<file path="src/rtl/sat_cntr.sv">
// Saturating up-counter with synchronous clear; a clear and an increment together yield 1.
module sat_cntr #(
  parameter int W = 8
) (
  input  logic         clk,
  input  logic         reset,
  input  logic         inc_i,
  input  logic         clr_i,
  output logic [W-1:0] count_o
);

  logic [W-1:0] count_q, count_d;

  // NOTE: assign every always_comb output a default first so no path leaves it unassigned (no latch).
  always_comb begin
    count_d = count_q;
    if (clr_i) count_d = '0;
    if (inc_i && (count_d != '1)) count_d = count_d + W'(1);
  end

  // NOTE: sequential state uses non-blocking assignments only, so every flop samples pre-edge values.
  always_ff @(posedge clk or negedge reset) begin
    if (!reset) count_q <= '0;
    else        count_q <= count_d;
  end

  assign count_o = count_q;

endmodule

</file>
<file path="config.mk">
export PLATFORM = sky130hd
export DESIGN_NAME = sat_cntr
export DESIGN_NICKNAME = d
export VERILOG_FILES = /design/src/rtl/sat_cntr.sv
export SDC_FILE = /design/constraint.sdc
export NUM_CORES = 1
export LEC_CHECK = 0
export ABC_AREA = 1
export CORE_AREA = 2 2 39 41
export CTS_CLUSTER_DIAMETER = 150
export DETAILED_ROUTE_END_ITERATION = 16
export DIE_AREA = 0 0 41 43
export PLACE_DENSITY = 0.66
export SETUP_SLACK_MARGIN = 0.02
export SYNTH_ARGS = -nofsm -noshare
export SYNTH_HDL_FRONTEND = slang
export SYNTH_SLANG_ARGS = --single-unit
</file>
<file path="constraint.sdc">
create_clock -name clk -period 3 [get_ports clk]
set_input_delay 0.9 -clock clk [delete_from_list [all_inputs] [get_ports clk]]
set_output_delay 0.9 -clock clk [all_outputs]
set_load 0.02 [all_outputs]
</file>
# Word level (Yosys, flattened, before mapping)
# Index checks and enable logic that the tools add are counted.
[word_totals] regBits=8 inputBits=4 output_inout_bits=8 word_cells=6
[classes] n_addsub=1 n_eq_ne=1 n_mux=2 n_reduce_logical=1
[ops] op="$mux 8" count=2
[ops] op="$add 8x1->8 const B" count=1
[ops] op="$ne 8x8->1 const B" count=1
[ops] op="$logic_and 1x1->1" count=1

# Depth between registers and ports, before layout
# Gate-level depths: netlist of run 1.
[logic_depth] ltp_word=4 depth_mapped=8 depth_no_buf=8

# Worst setup path before layout of run 1
# OpenSTA, ideal clock, no wires.
[synth_path] kind="in2reg" startpoint="in clr_i" endpoint="reg count_q[0] (netlist: count_o[0])" setup_time_ps=65 t_arrival_ps=1500 t_required_ps=2935 setup_slack_ps=1435 cell_stages=7 path_buffers=0 cell_sequence="nor2_2 nand2_2 nor2_4 nand2_2 nand2_2 nand2_1 nand2_1"
[synth_between] elab_chain_len=4 elab_cells_between_ends=5 cone_classes="add/sub (1); eq/ne (1); mux (2); reduce/logical (1)"
[synth_lines] item="start: declaration" line="8" source="input logic clr_i,"
[synth_lines] item="$mux 8 *" line="17" source="if (clr_i) count_d = '0;"
[synth_lines] item="branches (longest 2 deep; another with $add 8x1->8)"
[synth_lines] item="$mux 8 *" line="18" source="if (inc_i && (count_d != '1)) count_d = count_d + W'(1);"
[synth_lines] item="net count_d[0]" line="12" source="logic [W-1:0] count_q, count_d;"
[synth_lines] item="end signal: assignment" line="24" source="else count_q <= count_d;"
[synth_lines] item="end: declaration" line="12"
# Mark *: on every way through the listed nets, which the timed path passes.

# Worst setup path in the final report of run 1
[layout_path] startpoint="reg count_q[1] (netlist: count_o[1])" endpoint="out count_o[1]"
[layout_lines] item="end: declaration" line="9" source="output logic [W-1:0] count_o"
# No word-level cell between the ends.

==> results by group, run 1 <==
Synth
  – Seq/Total Area, Yosys: 37.8%
  – Avg Cell Area, Syn: 6.96 um^2
  – Netlist cell types: 17
  – Yosys reg bits: 8
  – Yosys warns: 0
  – Synth area leaders: dfrtp_1 (38%), nand2_1 (19%), inv_1 (7.8%), nand3_1 (7.6%), nor2_1 (4.3%)
  – Cell taking the most area after synthesis: dfrtp_1
  – Syn Nets: 80
  – Synth top area share: 37.8%
  – Gate Count Post-Synth: 76
  – Synthesized area: 529 um^2

STA
  – Fmax: 449 MHz
  – Min Hold Slack: 0.584 ns
  – Fin crit share: 74.2%
  – Final Skew: 0.00178 ns
  – Min Tclk post-route: 2.23 ns
  – Slew @ Worst Pin: 0.399 ns
  – Worst slew margin: 73.3%
  – Slew Viols, Final: 0
  – Setup tns final: 0 ns
  – RSZ-0062 raised after global routing: false
  – Final Hold Viols: 0
  – Final setup viols: 0

Layout
  – Antenna cells: 0
  – Max reg flops: 8
  – Share of cells above drive strength 1: 14.4%
  – Nets: 96
  – Area growth syn-to-layout: 28.8%

Floorplanning
  – Die width: 41 um
  – Core ar.: 1380 um^2
  – Row count: 14
  – IO Count: 12
  – Die area: 1760 um^2
  – Die height: 43 um
  – Starting Density: 38.2%

Clock network
  – Clk pin slew, worst setup/hold paths: 0.06 ns
  – Clock root buffer: clkbuf_4
  – Clock buffer depth: 2
  – TritonCTS clock tree: done
  – H-tree depth: 1
  – Clock latency on the worst-skew pair: 0.26 ns
  – # hold bufs at CTS: 0
  – # clock sinks: 8
  – TritonCTS Buffers: 3
  – Postcts setup bufs: 0
  – Resized Gates After CTS: 0

Worst setup path
  – Startpoint types: register
  – Origin of the critical flop-to-flop path: count_o[3]
  – Crit-path slowest cell: clkdlybuf4s50_1
  – Worst EP arrival: 1.33 ns
  – Critical path cell sequence: clkdlybuf4s50_1
  – CP max stage delay: 0.64 ns
  – Family with the most delay on the worst path: buffers and inverters
  – Critical path fanouts, max: 4
  – Critical path start-end classification: reg -> out
  – CP endpoint kind: primary output
  – Worst path bufs/invs: 1
  – Worst setup path start: count_o[1]
  – Worst path required time: 2.10 ns

Power
  – Lkg Pwr: 0.000325 uW
  – Worst VDD drop: 0.217 mV
  – Power density over cell area: 344 nW/um^2

Global routing
  – Vias in the first global route: 436
  – Largest net degree at the start of global routing: 9
  – Grt ovf: 0
  – First-pass GRT wire length: 1770 um
  – Initial antenna violation count: 0
  – GRT Util Overall: 14.8%

Drt
  – WL per Instance: 10.5 um
  – Drt pass-1 iters: 4
  – Detailed Route WL: 1110 um
  – DRC: 0
  – DR vias/cell: 4.77
  – Initial detailed-routing violation count: 3
  – Routed via count: 506
  – Antenna-violating nets left: 0

Placement
  – RD Place Congestion: 0.855
  – Buffers added on ports: 11
  – Final HPWL DP: 862 um

Min path
  – Hold path start: count_o[7]
  – Worst hold path type: reg -> reg

Job
  – Max cap viols: 0

Status
  – Status: completed
==> per-stage QoR <==
step	total power (uW)	std cells	area (um^2)	utilization, %	setup WS (ns)
after floorplan	134	76	529	-	1.44
after global placement	151	103	659	47.6	0.654
after detailed placement	151	103	659	47.6	0.665
after CTS	236	106	682	49.3	0.771
after global routing	244	106	682	49.3	0.748
final	235	106	682	49.3	0.773
==> where the power goes <==
part	leakage, uW	internal, uW	switching, uW
combinational	0.000202	13.5	20.3
clock	0.0000138	46.0	39.4
sequential	0.000109	111	4.44
==> layer usage <==
metal  wire (um)  vias up  global-route usage, %
li1            -      262                      -
met4          17        0                   6.00
met1         511      227                   20.9
met5           0        -                      0
met3          66        2                   3.14
met2         517       15                   21.3
==> final cells by class <==
type	count	area, um^2
clock buffer	3	22.5
fill	147	702
inverter	12	47.5
multi-input combinational	56	282
sequential	8	200
tap	16	20.0
timing repair buffer	11	110
==> cells by family (layout without fill, tap and decap cells) <==
group	Yosys count	after routing	synth area share [%]
simple gates	50	50	45.4
buf+inv	12	26	8.98
flops	8	8	37.8
compound gates	4	4	4.49
xor+xnor	2	2	3.31
==> worst min-delay path, cell delays in order, from the launching register on <==
cell	delay (ns)
dfrtp_1	0.40
inv_1	0.08
o21ai_0	0.07
==> synth_stat cells, drive strengths merged <==
library cell and count:
xnor2 1, a21oi 2, xor2 1, nand3 9, inv 12, nor3 1
nor2 9, o21ai 2, nand4 1, nand2 30, dfrtp 8
==> cell usage in the layout (no fill, tap or decap), types with 2 or more instances in the layout <==
cell / n
clkbuf_4: 3
clkdlybuf4s50_1: 11
dfrtp_1: 8
inv_1: 11
nand2_1: 27
nand2_2: 3
nand3_1: 8
nor2_1: 6
nor2_2: 2
o21ai_0: 2
==> worst paths after layout <==
check	to	depth (start not counted)	slack (ns)
min in group asynchronous	count_o[6]	1	0.94
min	count_o[7]	2	0.58
max reg2reg	count_o[5]	8	1.83
max in group asynchronous	count_o[4]	1	1.78
max	count_o[1]	1	0.77
min reg2reg	count_o[7]	2	0.58
(Power assumes the default switching activity.)
==> inputs of run 2 (changes only) <==
Settings changed: PLACE_DENSITY 0.66 to 0.68.
Clock period 3 ns to 2.04 ns, I/O delays scaled along.
==> results by group, run 2 (synthesis gave the netlist of run 1 again) <==
Status
  – Status: completed

STA
  – Final setup viols: 0
  – RSZ-0062 raised after global routing: false
  – Min Tclk post-route: 1.96 ns
  – Worst slew margin: 75.3%
  – Final Skew: 0.00526 ns
  – Fmax: 509 MHz
  – Fin crit share: 96.3%
  – Slew @ Worst Pin: 0.369 ns
  – Final Hold Viols: 0
  – Setup tns final: 0 ns
  – Slew Viols, Final: 0

Worst setup path
  – Worst path required time: 1.43 ns
  – Worst path bufs/invs: 1
  – CP endpoint kind: primary output
  – Family with the most delay on the worst path: buffers and inverters
  – Origin of the critical flop-to-flop path: count_o[3]
  – Worst EP arrival: 1.35 ns
  – Startpoint types: register
  – Critical path fanouts, max: 4
  – Worst setup path start: count_o[1]
  – Crit-path slowest cell: clkdlybuf4s50_1
  – Critical path cell sequence: clkdlybuf4s50_1
  – CP max stage delay: 0.65 ns
  – Critical path start-end classification: reg -> out

Layout
  – Finished Cell Area: 689 um^2
  – Final design utilization: 49.8%
  – Share of cells above drive strength 1: 15.4%
  – Nets: 97
  – Max reg flops: 8
  – Post-route insts no fill: 107
  – Area growth syn-to-layout: 30.3%
  – Fillers: 150
  – Antenna cells: 0
  – Commonest non-fill, non-tap cell in the layout: nand2_1
  – Most frequent cells in the layout: nand2_1 (27), inv_1 (11), clkdlybuf4s50_1 (11), nand3_1 (8), dfrtp_1 (8)

Clock network
  – Clock root buffer: clkbuf_4
  – Clock buffer depth: 2
  – # clock sinks: 8
  – # hold bufs at CTS: 0
  – H-tree depth: 1
  – Postcts setup bufs: 0
  – Resized Gates After CTS: 0
  – Clock latency on the worst-skew pair: 0.26 ns
  – TritonCTS Buffers: 3
  – Clk pin slew, worst setup/hold paths: 0.06 ns
  – TritonCTS clock tree: done

Floorplanning
  – Row count: 14
  – IO Count: 12
  – Die width: 41 um
  – Die height: 43 um
  – Core ar.: 1380 um^2
  – Die area: 1760 um^2
  – Starting Density: 38.2%

Power
  – Total chip power: 343 uW
  – Power density over cell area: 498 nW/um^2
  – Lkg Pwr: 0.000329 uW
  – Worst VDD drop: 0.264 mV

Placement
  – Number of cells after detailed placement: 104
  – Final HPWL DP: 898 um
  – Buffers added on ports: 11
  – RD Place Congestion: 0.798
  – DP Area: 667 um^2

Drt
  – Routed via count: 500
  – Antenna-violating nets left: 0
  – Detailed Route WL: 1120 um
  – Initial detailed-routing violation count: 0
  – Drt pass-1 iters: 1
  – DR vias/cell: 4.67
  – WL per Instance: 10.5 um
  – DRC: 0

Min path
  – Hold path start: count_o[7]
  – Worst hold path type: reg -> reg

Job
  – Max cap viols: 0

Global routing
  – Initial antenna violation count: 0
  – Grt ovf: 0
  – Largest net degree at the start of global routing: 9
  – GRT Util Overall: 16.0%
  – First-pass GRT wire length: 1860 um
  – Vias in the first global route: 438
==> run 2: cell types whose count changed in the layout (fill, tap and decap cells not counted) <==
cell / previous run / this run
buf_4: 0 / 1
==> run 2: per-stage QoR <==
stage	setup WS [ns]	hold slack, ns
5_1_grt	0.0513	0.620
3_5_place_dp	0.0859	0.586
3_3_place_gp	0.117	0.582
2_1_floorplan	0.763	0.316
4_1_cts	0.0696	0.599
6_report	0.0756	0.592
==> run 2: area by class of cell <==
cell class,instances,area (um^2),area share (%)
multi-input cells,56,282,40.8
flip-flops and latches,8,200,29.0
repair buffers,12,118,17.1
inverters,12,47.5,6.90
clock buffers,3,22.5,3.27
well taps,16,20.0,2.90
==> run 2: metal layers <==
layer  global-route usage (%)  part of all wire (%)
met1                     20.3                    47
met2                     22.5                    47
met3                     4.71                   4.7
met4                     10.0                   1.9
met5                        0                     0
==> run 2: path summary, 6_finish.rpt <==
path                               to  slack (ns)  depth (start not counted)
max reg2reg                count_o[1]        0.85                          8
max                        count_o[1]        0.08                          1
min                        count_o[7]        0.59                          2
min reg2reg                count_o[7]        0.59                          2
max in group asynchronous  count_o[0]        1.13                          1
min in group asynchronous  count_o[6]        0.64                          1
==> run 2: power breakdown <==
part           total, uW  switching (uW)  internal, uW
Clock                122            54.2          67.3
Combinational       50.9            29.8          21.1
Sequential           171            7.43           163
==> inputs of run 3 (changes only) <==
Settings changed: SETUP_SLACK_MARGIN 0.02 to 0.5.
==> results by group, run 3 (synthesis gave the netlist of run 1 again) <==
Status
  – Status: completed

Drt
  – DRC: 0
  – WL per Instance: 10.6 um
  – DR vias/cell: 4.70
  – Detailed Route WL: 1150 um
  – Initial detailed-routing violation count: 2
  – Routed via count: 512
  – Drt pass-1 iters: 2
  – Antenna-violating nets left: 0

Global routing
  – Grt ovf: 0
  – First-pass GRT wire length: 1920 um
  – Initial antenna violation count: 0
  – Largest net degree at the start of global routing: 9
  – GRT Util Overall: 16.6%
  – Vias in the first global route: 447

Clock network
  – Clock buffer depth: 2
  – Clock latency on the worst-skew pair: 0.26 ns
  – TritonCTS clock tree: done
  – TritonCTS Buffers: 3
  – Clk pin slew, worst setup/hold paths: 0.06 ns
  – Clock root buffer: clkbuf_4
  – # clock sinks: 8
  – H-tree depth: 1

STA
  – Fmax: 656 MHz
  – Final setup viols: 0
  – Slew Viols, Final: 0
  – Min Tclk post-route: 1.52 ns
  – Setup tns final: 0 ns
  – Worst slew margin: 75.9%
  – Fin crit share: 74.7%
  – Min Hold Slack: 0.593 ns
  – Final Hold Viols: 0
  – Final Skew: 0.00654 ns
  – RSZ-0062 raised after global routing: true
  – Slew @ Worst Pin: 0.361 ns

Floorplanning
  – Row count: 14
  – Starting Density: 38.2%
  – Die width: 41 um
  – Die area: 1760 um^2
  – Die height: 43 um
  – Core ar.: 1380 um^2
  – IO Count: 12

Worst setup path
  – Critical path fanouts, max: 4
  – Critical path depth in cells: 1
  – CP max stage delay: 0.45 ns
  – R2r setup slk: 0.88 ns
  – Worst path bufs/invs: 1
  – Worst setup endpoint: count_o[1]
  – Worst setup path start: count_o[1]
  – Origin of the critical flop-to-flop path: count_o[1]
  – Worst path required time: 1.43 ns
  – Worst-case reg-to-reg path depth: 6
  – Family with the most delay on the worst path: flip-flops
  – Startpoint types: register
  – Critical path cell sequence: clkbuf_2
  – Worst EP arrival: 0.91 ns
  – Crit-path slowest cell: dfrtp_1
  – Worst R2R End: count_o[1]
  – Critical path start-end classification: reg -> out
  – CP endpoint kind: primary output

Layout
  – Nets: 99
  – Share of cells above drive strength 1: 26.9%
  – Max reg flops: 8
  – Antenna cells: 0
  – Area growth syn-to-layout: 27.9%
  – Most frequent cells in the layout: nand2_1 (27), inv_1 (11), nand3_1 (8), dfrtp_1 (8)
  – Commonest non-fill, non-tap cell in the layout: nand2_1

Job
  – Max cap viols: 0

Placement
  – Final HPWL DP: 898 um
  – Buffers added on ports: 11
  – RD Place Congestion: 0.798

Min path
  – Worst hold path type: reg -> reg

Power
  – Worst VDD drop: 0.263 mV
  – Power density over cell area: 508 nW/um^2
  – Lkg Pwr: 0.000362 uW
## run 3: layout make-up
| cell class | instances | area (um^2) |
|---|---|---|
| inverters | 12 | 47.5 |
| clock buffers | 3 | 22.5 |
| flip-flops and latches | 8 | 200 |
| fillers | 150 | 707 |
| well taps | 16 | 20.0 |
| multi-input cells | 56 | 293 |
| repair buffers | 14 | 93.8 |
## run 3: per-stage QoR
step / util (%) / total power [uW] / setup slack (ns) / std cells / area, um^2
5_1_grt: 48.9 / 362 / 0.489 / 109 / 677
2_1_floorplan: - / 197 / 0.763 / 76 / 529
6_report: 48.9 / 344 / 0.515 / 109 / 677
3_3_place_gp: 48.2 / 224 / 0.117 / 104 / 667
3_5_place_dp: 48.2 / 225 / 0.0859 / 104 / 667
4_1_cts: 51.3 / 350 / 0.355 / 109 / 709
## run 3: how the worst min path moves through the flow
stage	startpoint	end	cells after the start
5_1_grt	count_o[6]	count_o[7]	2
6_report	count_o[7]	count_o[7]	2
3_5_place_dp	count_o[6]	count_o[7]	2
2_1_floorplan	reset	count_o[0]	0
4_1_cts	count_o[6]	count_o[7]	2
3_3_place_gp	count_o[6]	count_o[7]	2
## run 3: timing repair
item,4_1_cts,5_1_grt
hold buffers,0,0
resized for setup,27,8
buffers inserted,2,0
pin swaps,0,2
setup endpoints to repair,16,11
## run 3: layer usage
metal  GRT usage (%)  routed length [um]
met5               0                   0
met4            10.0                  23
met2            23.1                 540
met3            4.71                  62
met1            21.7                 526
## run 3: report_power, final
part,leakage (uW),total [uW],internal [uW],switching [uW]
combinational,0.000239,54.0,19.7,34.3
clock,0.0000138,121,67.3,53.8
sequential,0.000109,168,163,5.13
total,0.000362,344,250,93.2
